===== src/rtl/download_pkg.sv =====
// Shared encodings for the ring download (flit reassembly) path.
// Optional error detection is enabled with DOWNLOAD_ERR_CHK_EN.
package download_pkg;

  localparam int MAX_FLITS = 11;
  localparam int FLIT_W    = 16;
  localparam int CNT_W     = 4;
  localparam int DATA_W    = (MAX_FLITS - 3) * FLIT_W;

  typedef logic [FLIT_W-1:0] flit_t;

  typedef enum logic [1:0] {
    ST_IDLE = 2'b00,
    ST_BUSY = 2'b01,
    ST_RDY  = 2'b10
  } state_e;

  typedef enum logic [1:0] {
    CTRL_SINGLE = 2'b00,
    CTRL_HEAD   = 2'b01,
    CTRL_BODY   = 2'b10,
    CTRL_TAIL   = 2'b11
  } ctrl_e;

endpackage


===== src/rtl/download_fsm_datapath_if.sv =====
// Flit-in / message-out bundle of the download block.
// slave = the block itself, master = ring + cache controller side.
interface download_fsm_datapath_if;
  import download_pkg::*;

  logic                v_flit_in;
  flit_t               flit_in;
  logic [1:0]          ctrl_in;
  logic                flit_rdy_out;
  logic                v_msg_out;
  logic                msg_ack_in;
  flit_t               head_flit_out;
  flit_t               addrhi_out;
  flit_t               addrlo_out;
  logic [DATA_W-1:0]   data_out;
  logic [CNT_W-1:0]    flit_cnt_out;
  logic [1:0]          fsm_state_out;
  logic                err_out;

  modport master (
    output v_flit_in, flit_in, ctrl_in, msg_ack_in,
    input  flit_rdy_out, v_msg_out, head_flit_out,
    input  addrhi_out, addrlo_out, data_out,
    input  flit_cnt_out, fsm_state_out, err_out
  );

  modport slave (
    input  v_flit_in, flit_in, ctrl_in, msg_ack_in,
    output flit_rdy_out, v_msg_out, head_flit_out,
    output addrhi_out, addrlo_out, data_out,
    output flit_cnt_out, fsm_state_out, err_out
  );

endinterface


===== src/rtl/download_datapath.sv =====
// Flit register file plus saturating slot counter.
// head_ld restarts the message, body_st appends at slot cnt.
module download_datapath #(
  parameter int MAX_FLITS = 11,
  parameter int FLIT_W    = 16,
  parameter int CNT_W     = 4
) (
  input  logic                              clk,
  input  logic                              rst,
  input  logic                              head_ld,
  input  logic                              body_st,
  input  logic [FLIT_W-1:0]                 flit_in,
  output logic [MAX_FLITS-1:0][FLIT_W-1:0]  flits,
  output logic [CNT_W-1:0]                  cnt,
  output logic                              eq_max
);

  logic                 body_we;
  logic [MAX_FLITS-1:0] slot_we;

  assign eq_max  = (cnt == CNT_W'(MAX_FLITS));
  assign body_we = body_st && !eq_max;

  always_comb begin
    slot_we = '0;
    for (int i = 0; i < MAX_FLITS; i++)
      slot_we[i] = body_we && (cnt == CNT_W'(i));
  end

  always_ff @(posedge clk or posedge rst) begin
    if (rst) begin
      cnt <= '0;
    end else begin
      unique case (1'b1)
        head_ld: cnt <= CNT_W'(1);
        body_we: cnt <= cnt + CNT_W'(1);
        default: ;
      endcase
    end
  end

  // A new head clears the older slots so short messages read back zero.
  always_ff @(posedge clk or posedge rst) begin
    if (rst) begin
      flits <= '0;
    end else begin
      for (int i = 0; i < MAX_FLITS; i++) begin
        if (head_ld)
          flits[i] <= (i == 0) ? flit_in : '0;
        else if (slot_we[i])
          flits[i] <= flit_in;
      end
    end
  end

endmodule


===== src/rtl/download_fsm_datapath.sv =====
// Receive-side flit reassembly: FSM + register datapath, one message held.
// Define DOWNLOAD_ERR_CHK_EN to enable the sticky protocol error flag.
module download_fsm_datapath #(
  parameter int MAX_FLITS = 11,
  parameter int FLIT_W    = 16
) (
  input logic                    clk,
  input logic                    rst,
  download_fsm_datapath_if.slave bus
);
  import download_pkg::*;

  state_e state_q;
  state_e state_d;
  ctrl_e  ctrl;

  logic is_busy;
  logic is_rdy;
  logic accept;
  logic is_head;
  logic head_ld;
  logic body_st;
  logic eq_max;

  logic [MAX_FLITS-1:0][FLIT_W-1:0] flits;
  logic [CNT_W-1:0]                 cnt;

  assign ctrl    = ctrl_e'(bus.ctrl_in);
  assign is_busy = (state_q == ST_BUSY);
  assign is_rdy  = (state_q == ST_RDY);
  assign accept  = bus.v_flit_in && !is_rdy;
  assign is_head = (ctrl == CTRL_HEAD) || (ctrl == CTRL_SINGLE);

  always_ff @(posedge clk or posedge rst) begin
    if (rst) state_q <= ST_IDLE;
    else     state_q <= state_d;
  end

  // The unused 2'b11 encoding falls into the IDLE branch.
  always_comb begin
    state_d = state_q;
    priority case (1'b1)
      is_rdy:
        state_d = bus.msg_ack_in ? ST_IDLE : ST_RDY;
      accept && is_head:
        state_d = (ctrl == CTRL_SINGLE) ? ST_RDY : ST_BUSY;
      accept && is_busy && (ctrl == CTRL_TAIL):
        state_d = ST_RDY;
      is_busy:
        state_d = ST_BUSY;
      default:
        state_d = ST_IDLE;
    endcase
  end

  always_comb begin
    bus.flit_rdy_out  = !is_rdy;
    bus.v_msg_out     = is_rdy;
    bus.fsm_state_out = state_q;
    head_ld           = accept && is_head;
    body_st           = accept && is_busy && !is_head && !eq_max;
  end

  download_datapath #(
    .MAX_FLITS (MAX_FLITS),
    .FLIT_W    (FLIT_W),
    .CNT_W     (CNT_W)
  ) u_dp (
    .clk     (clk),
    .rst     (rst),
    .head_ld (head_ld),
    .body_st (body_st),
    .flit_in (bus.flit_in),
    .flits   (flits),
    .cnt     (cnt),
    .eq_max  (eq_max)
  );

  assign bus.head_flit_out = flits[0];
  assign bus.addrhi_out    = flits[1];
  assign bus.addrlo_out    = flits[2];
  assign bus.flit_cnt_out  = cnt;

  // Flit 3 lands in the top lane of data_out.
  always_comb begin
    bus.data_out = '0;
    for (int i = 3; i < MAX_FLITS; i++)
      bus.data_out[(MAX_FLITS-1-i)*FLIT_W +: FLIT_W] = flits[i];
  end

`ifdef DOWNLOAD_ERR_CHK_EN
  logic err_ev;
  logic err_q;

  assign err_ev = accept &&
    (is_head ? is_busy : (!is_busy || eq_max));

  always_ff @(posedge clk or posedge rst) begin
    if (rst) err_q <= 1'b0;
    else     err_q <= err_q | err_ev;
  end

  assign bus.err_out = err_q;
`else
  assign bus.err_out = 1'b0;
`endif

endmodule


===== src/flat_wrapper.sv =====
// flat-port wrapper written by rule: the top's interface ports become plain ports
module download_fsm_datapath_flat import download_pkg::*;
#(
  parameter int MAX_FLITS = 11,
  parameter int FLIT_W    = 16
)
  (clk, rst, bus_v_flit_in, bus_flit_in, bus_ctrl_in, bus_msg_ack_in, bus_flit_rdy_out, bus_v_msg_out, bus_head_flit_out, bus_addrhi_out, bus_addrlo_out, bus_data_out, bus_flit_cnt_out, bus_fsm_state_out, bus_err_out);
  download_fsm_datapath_if bus_i ();
  input logic clk;
  input logic rst;
  input wire logic [$bits(bus_i.v_flit_in)-1:0] bus_v_flit_in;
  input wire logic [$bits(bus_i.flit_in)-1:0] bus_flit_in;
  input wire logic [$bits(bus_i.ctrl_in)-1:0] bus_ctrl_in;
  input wire logic [$bits(bus_i.msg_ack_in)-1:0] bus_msg_ack_in;
  output wire logic [$bits(bus_i.flit_rdy_out)-1:0] bus_flit_rdy_out;
  output wire logic [$bits(bus_i.v_msg_out)-1:0] bus_v_msg_out;
  output wire logic [$bits(bus_i.head_flit_out)-1:0] bus_head_flit_out;
  output wire logic [$bits(bus_i.addrhi_out)-1:0] bus_addrhi_out;
  output wire logic [$bits(bus_i.addrlo_out)-1:0] bus_addrlo_out;
  output wire logic [$bits(bus_i.data_out)-1:0] bus_data_out;
  output wire logic [$bits(bus_i.flit_cnt_out)-1:0] bus_flit_cnt_out;
  output wire logic [$bits(bus_i.fsm_state_out)-1:0] bus_fsm_state_out;
  output wire logic [$bits(bus_i.err_out)-1:0] bus_err_out;
  assign bus_i.v_flit_in = bus_v_flit_in;
  assign bus_i.flit_in = bus_flit_in;
  assign bus_i.ctrl_in = bus_ctrl_in;
  assign bus_i.msg_ack_in = bus_msg_ack_in;
  assign bus_flit_rdy_out = bus_i.flit_rdy_out;
  assign bus_v_msg_out = bus_i.v_msg_out;
  assign bus_head_flit_out = bus_i.head_flit_out;
  assign bus_addrhi_out = bus_i.addrhi_out;
  assign bus_addrlo_out = bus_i.addrlo_out;
  assign bus_data_out = bus_i.data_out;
  assign bus_flit_cnt_out = bus_i.flit_cnt_out;
  assign bus_fsm_state_out = bus_i.fsm_state_out;
  assign bus_err_out = bus_i.err_out;
  download_fsm_datapath #(.MAX_FLITS(MAX_FLITS), .FLIT_W(FLIT_W)) u_core (.clk(clk), .rst(rst), .bus(bus_i));
endmodule

===== config.mk =====
export PLATFORM = sky130hd
export DESIGN_NAME = download_fsm_datapath_flat
export DESIGN_NICKNAME = d
export VERILOG_FILES = /design/src/rtl/download_pkg.sv /design/src/rtl/download_fsm_datapath_if.sv /design/src/rtl/download_datapath.sv /design/src/rtl/download_fsm_datapath.sv /design/src/flat_wrapper.sv
export SDC_FILE = /design/constraint.sdc
export NUM_CORES = 1
export LEC_CHECK = 0
export ABC_AREA = 0
export BUFFER_PORTS_ARGS = -buffer_cell sky130_fd_sc_hd__buf_2
export CAP_MARGIN = 20
export CORE_MARGIN = 5
export CORE_UTILIZATION = 35
export CTS_CLUSTER_DIAMETER = 40
export DETAILED_ROUTE_END_ITERATION = 16
export HOLD_SLACK_MARGIN = 0.15
export PLACE_DENSITY_LB_ADDON = 0.12
export SLEW_MARGIN = 10
export SYNTH_ARGS = -nofsm -noshare
export SYNTH_HDL_FRONTEND = slang
export SYNTH_SLANG_ARGS = --single-unit

===== constraint.sdc =====
create_clock -name clk -period 6.5 [get_ports clk]
set_clock_uncertainty 0.2 [all_clocks]
set_input_delay 0.325 -clock clk [delete_from_list [all_inputs] [get_ports clk]]
set_output_delay 0.325 -clock clk [all_outputs]
set_load 0.01 [all_outputs]

==> impl_metrics.yaml <==
die:
  die_h_um: 157
  start_util: 0.359
  die_area_um2: 24700
  die_w_um: 157
  rows: 53
  io_pins: 207
  core_area_um2: 21200
clock_tree:
  htreeDepth: 4
  cts_setup_buffers: 0
  cts_made_buffers: 17
  clock_latency_ns: 0.42
  root_buffer: "clkbuf_16"
  cts_buffer_depth: 2
  clkTransAtPathRegs_ns: 0.07
  clock_sinks: 182
  cts_tree: "done"
global_routing:
  grt_use_total: 0.197
  grtUsageMet3: 0.0456
  gr-max-usage-layer: "met2"
  met2_usage: 0.302
  grt_pass1_vias: 5810
  grtUsageMet1: 0.286
  overflow: 0
  grt_max_degree: 85
  antenna_found_initial: 0
  grt_pass1_wl_um: 36700
route:
  routedWlPerCell_um: 19.4
  drt_wl_total_um: 24300
  first_pass_iters: 5
  ant_nets: 0
  vias: 6026
  initialDrtViolationCount: 470
  drc: 0
  routed_via_density: 4.82
synthesis:
  syn_nets: 801
  ys_seq_area_frac: 0.600
  synth_top_family_by_area: "simple AND/OR/NAND/NOR gates"
  synth.top_cells.by_count: "nand2_1 (224), dfrtp_1 (182), a21oi_1 (98)"
  synthArstFlopShare: 1.00
  yosys.area_share.adder: 0.00660
  avgSynthCellArea_um2: 9.79
  synth_ff_type: "dfrtp_1"
  synth.area.top_cells: "dfrtp_1 (60%), nand2_1 (11%), a21oi_1 (6.5%), mux2i_1 (4.2%), buf_2 (2.2%)"
  synth_cell_types: 41
  synth_area_um2: 7590
  synthXorXnorAreaFrac: 0.00115
  synth_edf_count: 0
  netlist_instances: 775
  synth_top_area_cell: "dfrtp_1"
  synth_mux_area_frac: 0.0660
  ys_seq_elements: 182
  synth_most_common_cell: "nand2_1"
  yosys_warnings: 0
  synth_compound_area_frac: 0.0941
  yosys.area_share.simple: 0.174
  synth.top_cell.area_share: 0.600
critical_path:
  cp_max_fo: 16
  rr_endpoint: "u_core.u_dp.flits[16]"
  crit_path_end_kind: "register"
  required_ns: 6.58
  rr_worst_depth: 4
  rr_startpoint: "u_core.u_dp.cnt[3]"
  arrival_ns: 2.82
  startpoint_type: "register"
  crit_type: "reg2reg"
  rrSetupSlack_ns: 3.76
pwr:
  p_leak_nw: 4.77
  irDropWorstVdd_uv: 175
  power.density_nw_per_um2: 257
hold_path:
  holdCritPathClass: "in2reg"
  hold_end: "u_core.u_dp.flits[78]"
  min_from: "bus_ctrl_in[1]"
  hold_depth: 5
final_layout:
  area_delta_synth_final_pct: 24.8
  fin_cells: 1249
  antenna_cells: 0
  nNetsFinal: 987
  fillers: 2081
  drive_gt1_frac: 0.277
placed_design:
  io_buffers: 205
  dpl.cell_count: 1194
  place.gp.congestion: 0.794
  dp_hpwl_um: 15300
sta:
  hold_viol_final: 0
  relSlewSlack: 0.274
  setup_violations: 0
  drv_slew: 0
  tns_ns: 0
  tightest_slew_ns: 1.09
  fmax_ghz: 0.365
  rsz0062_at_grt: "false"
  fin_crit_ns: 2.74
  timing.final.crit_share: 0.421
run:
  maxCapViolCount: 0
run_status:
  outcome: "finished, final reports clean"
-- cell usage in the layout, fill, tap and decap left out, types with 7 or more instances in the layout --
master | synthesis | layout
a21oi_1 | 98 | 98
buf_2 | 34 | 205
buf_4 | 7 | 8
clkbuf_16 | 0 | 17
dfrtp_1 | 182 | 182
dlygate4sd3_1 | 0 | 21
inv_1 | 22 | 21
mux2_1 | 10 | 10
mux2i_1 | 32 | 32
nand2_1 | 224 | 224
nand3_1 | 30 | 30
nor2_1 | 28 | 28
nor2_2 | 7 | 7
o21ai_0 | 33 | 33
-- report_power, final --
group | switching (mW) | total [mW] | internal (mW)
combinational | 0.161 | 0.242 | 0.0809
sequential | 0.0258 | 1.20 | 1.17
clock | 0.489 | 0.995 | 0.507
total | 0.675 | 2.43 | 1.76
-- cells by family after synthesis --
group                      count (synthesis)
AOI/OAI and AO/OA                        138
xor gates and xnor gates                   1
adders and majority gates                  4
buffers and inverters                     90
DFF                                      182
muxes                                     48
other                                      1
and+or+nand+nor                          311
-- worst max-delay path, cell delays in order, from the launching register on --
cell	delay [ns]
dfrtp_1	0.48
nand4bb_1	0.54
nor3_4	1.02
mux2i_1	0.32
nor2_2	0.05
-- timing repair --
| item | CTS | global route |
|---|---|---|
| gates resized for setup | 0 | 0 |
| hold buffers | 21 | 0 |
| endpoints found under the hold margin | 136 | 0 |
-- metrics by stage --
step / setup WS, ns / power [mW] / cell area [um^2] / hold WS (ns) / util
floorplan: 1.03 / 1.35 / 7590 / 0.237 / -
global placement: 3.74 / 1.45 / 8670 / 0.175 / 0.410
detailed placement: 3.75 / 1.45 / 8670 / 0.172 / 0.410
CTS: 3.74 / 2.47 / 9450 / 0.257 / 0.447
global route: 3.56 / 2.54 / 9470 / 0.248 / 0.448
finish: 3.76 / 2.43 / 9470 / 0.231 / 0.448
-- flip-flops by register name, indices dropped and copies added, names as in the netlist --
| name | count |
|---|---|
| u_core.u_dp.flits | 176 |
| u_core.u_dp.cnt | 4 |
| u_core.bus.fsm_state_out | 2 |
-- worst max-delay path by stage --
stage                     slack [ns]                from  cells past startpoint                           to
after floorplan                 1.03                 rst                      1  u_core.bus.fsm_state_out[0]
after global placement          3.74  u_core.u_dp.cnt[3]                      4        u_core.u_dp.flits[31]
after detailed placement        3.75  u_core.u_dp.cnt[3]                      4        u_core.u_dp.flits[16]
after CTS                       3.74  u_core.u_dp.cnt[3]                      4        u_core.u_dp.flits[16]
after global routing            3.56  u_core.u_dp.cnt[3]                      4        u_core.u_dp.flits[26]
final                           3.76  u_core.u_dp.cnt[3]                      4        u_core.u_dp.flits[16]
-- final cells by class --
type | count | area [um^2] | area share
Clock buffer | 17 | 425 | 0.0449
Clock inverter | 15 | 141 | 0.0149
Inverter | 22 | 87.6 | 0.00925
Multi-Input combinational cell | 503 | 2600 | 0.275
Sequential cell | 182 | 4550 | 0.481
Tap cell | 275 | 344 | 0.0363
Timing Repair Buffer | 235 | 1310 | 0.138
-- routing by layer --
metal | share of wire | up-vias
li1 | - | 2887
met1 | 0.47 | 2932
met2 | 0.46 | 190
met3 | 0.063 | 17
met4 | 0.012 | 0
met5 | 0 | -
No activity file was read; power rests on OpenSTA's default activity.
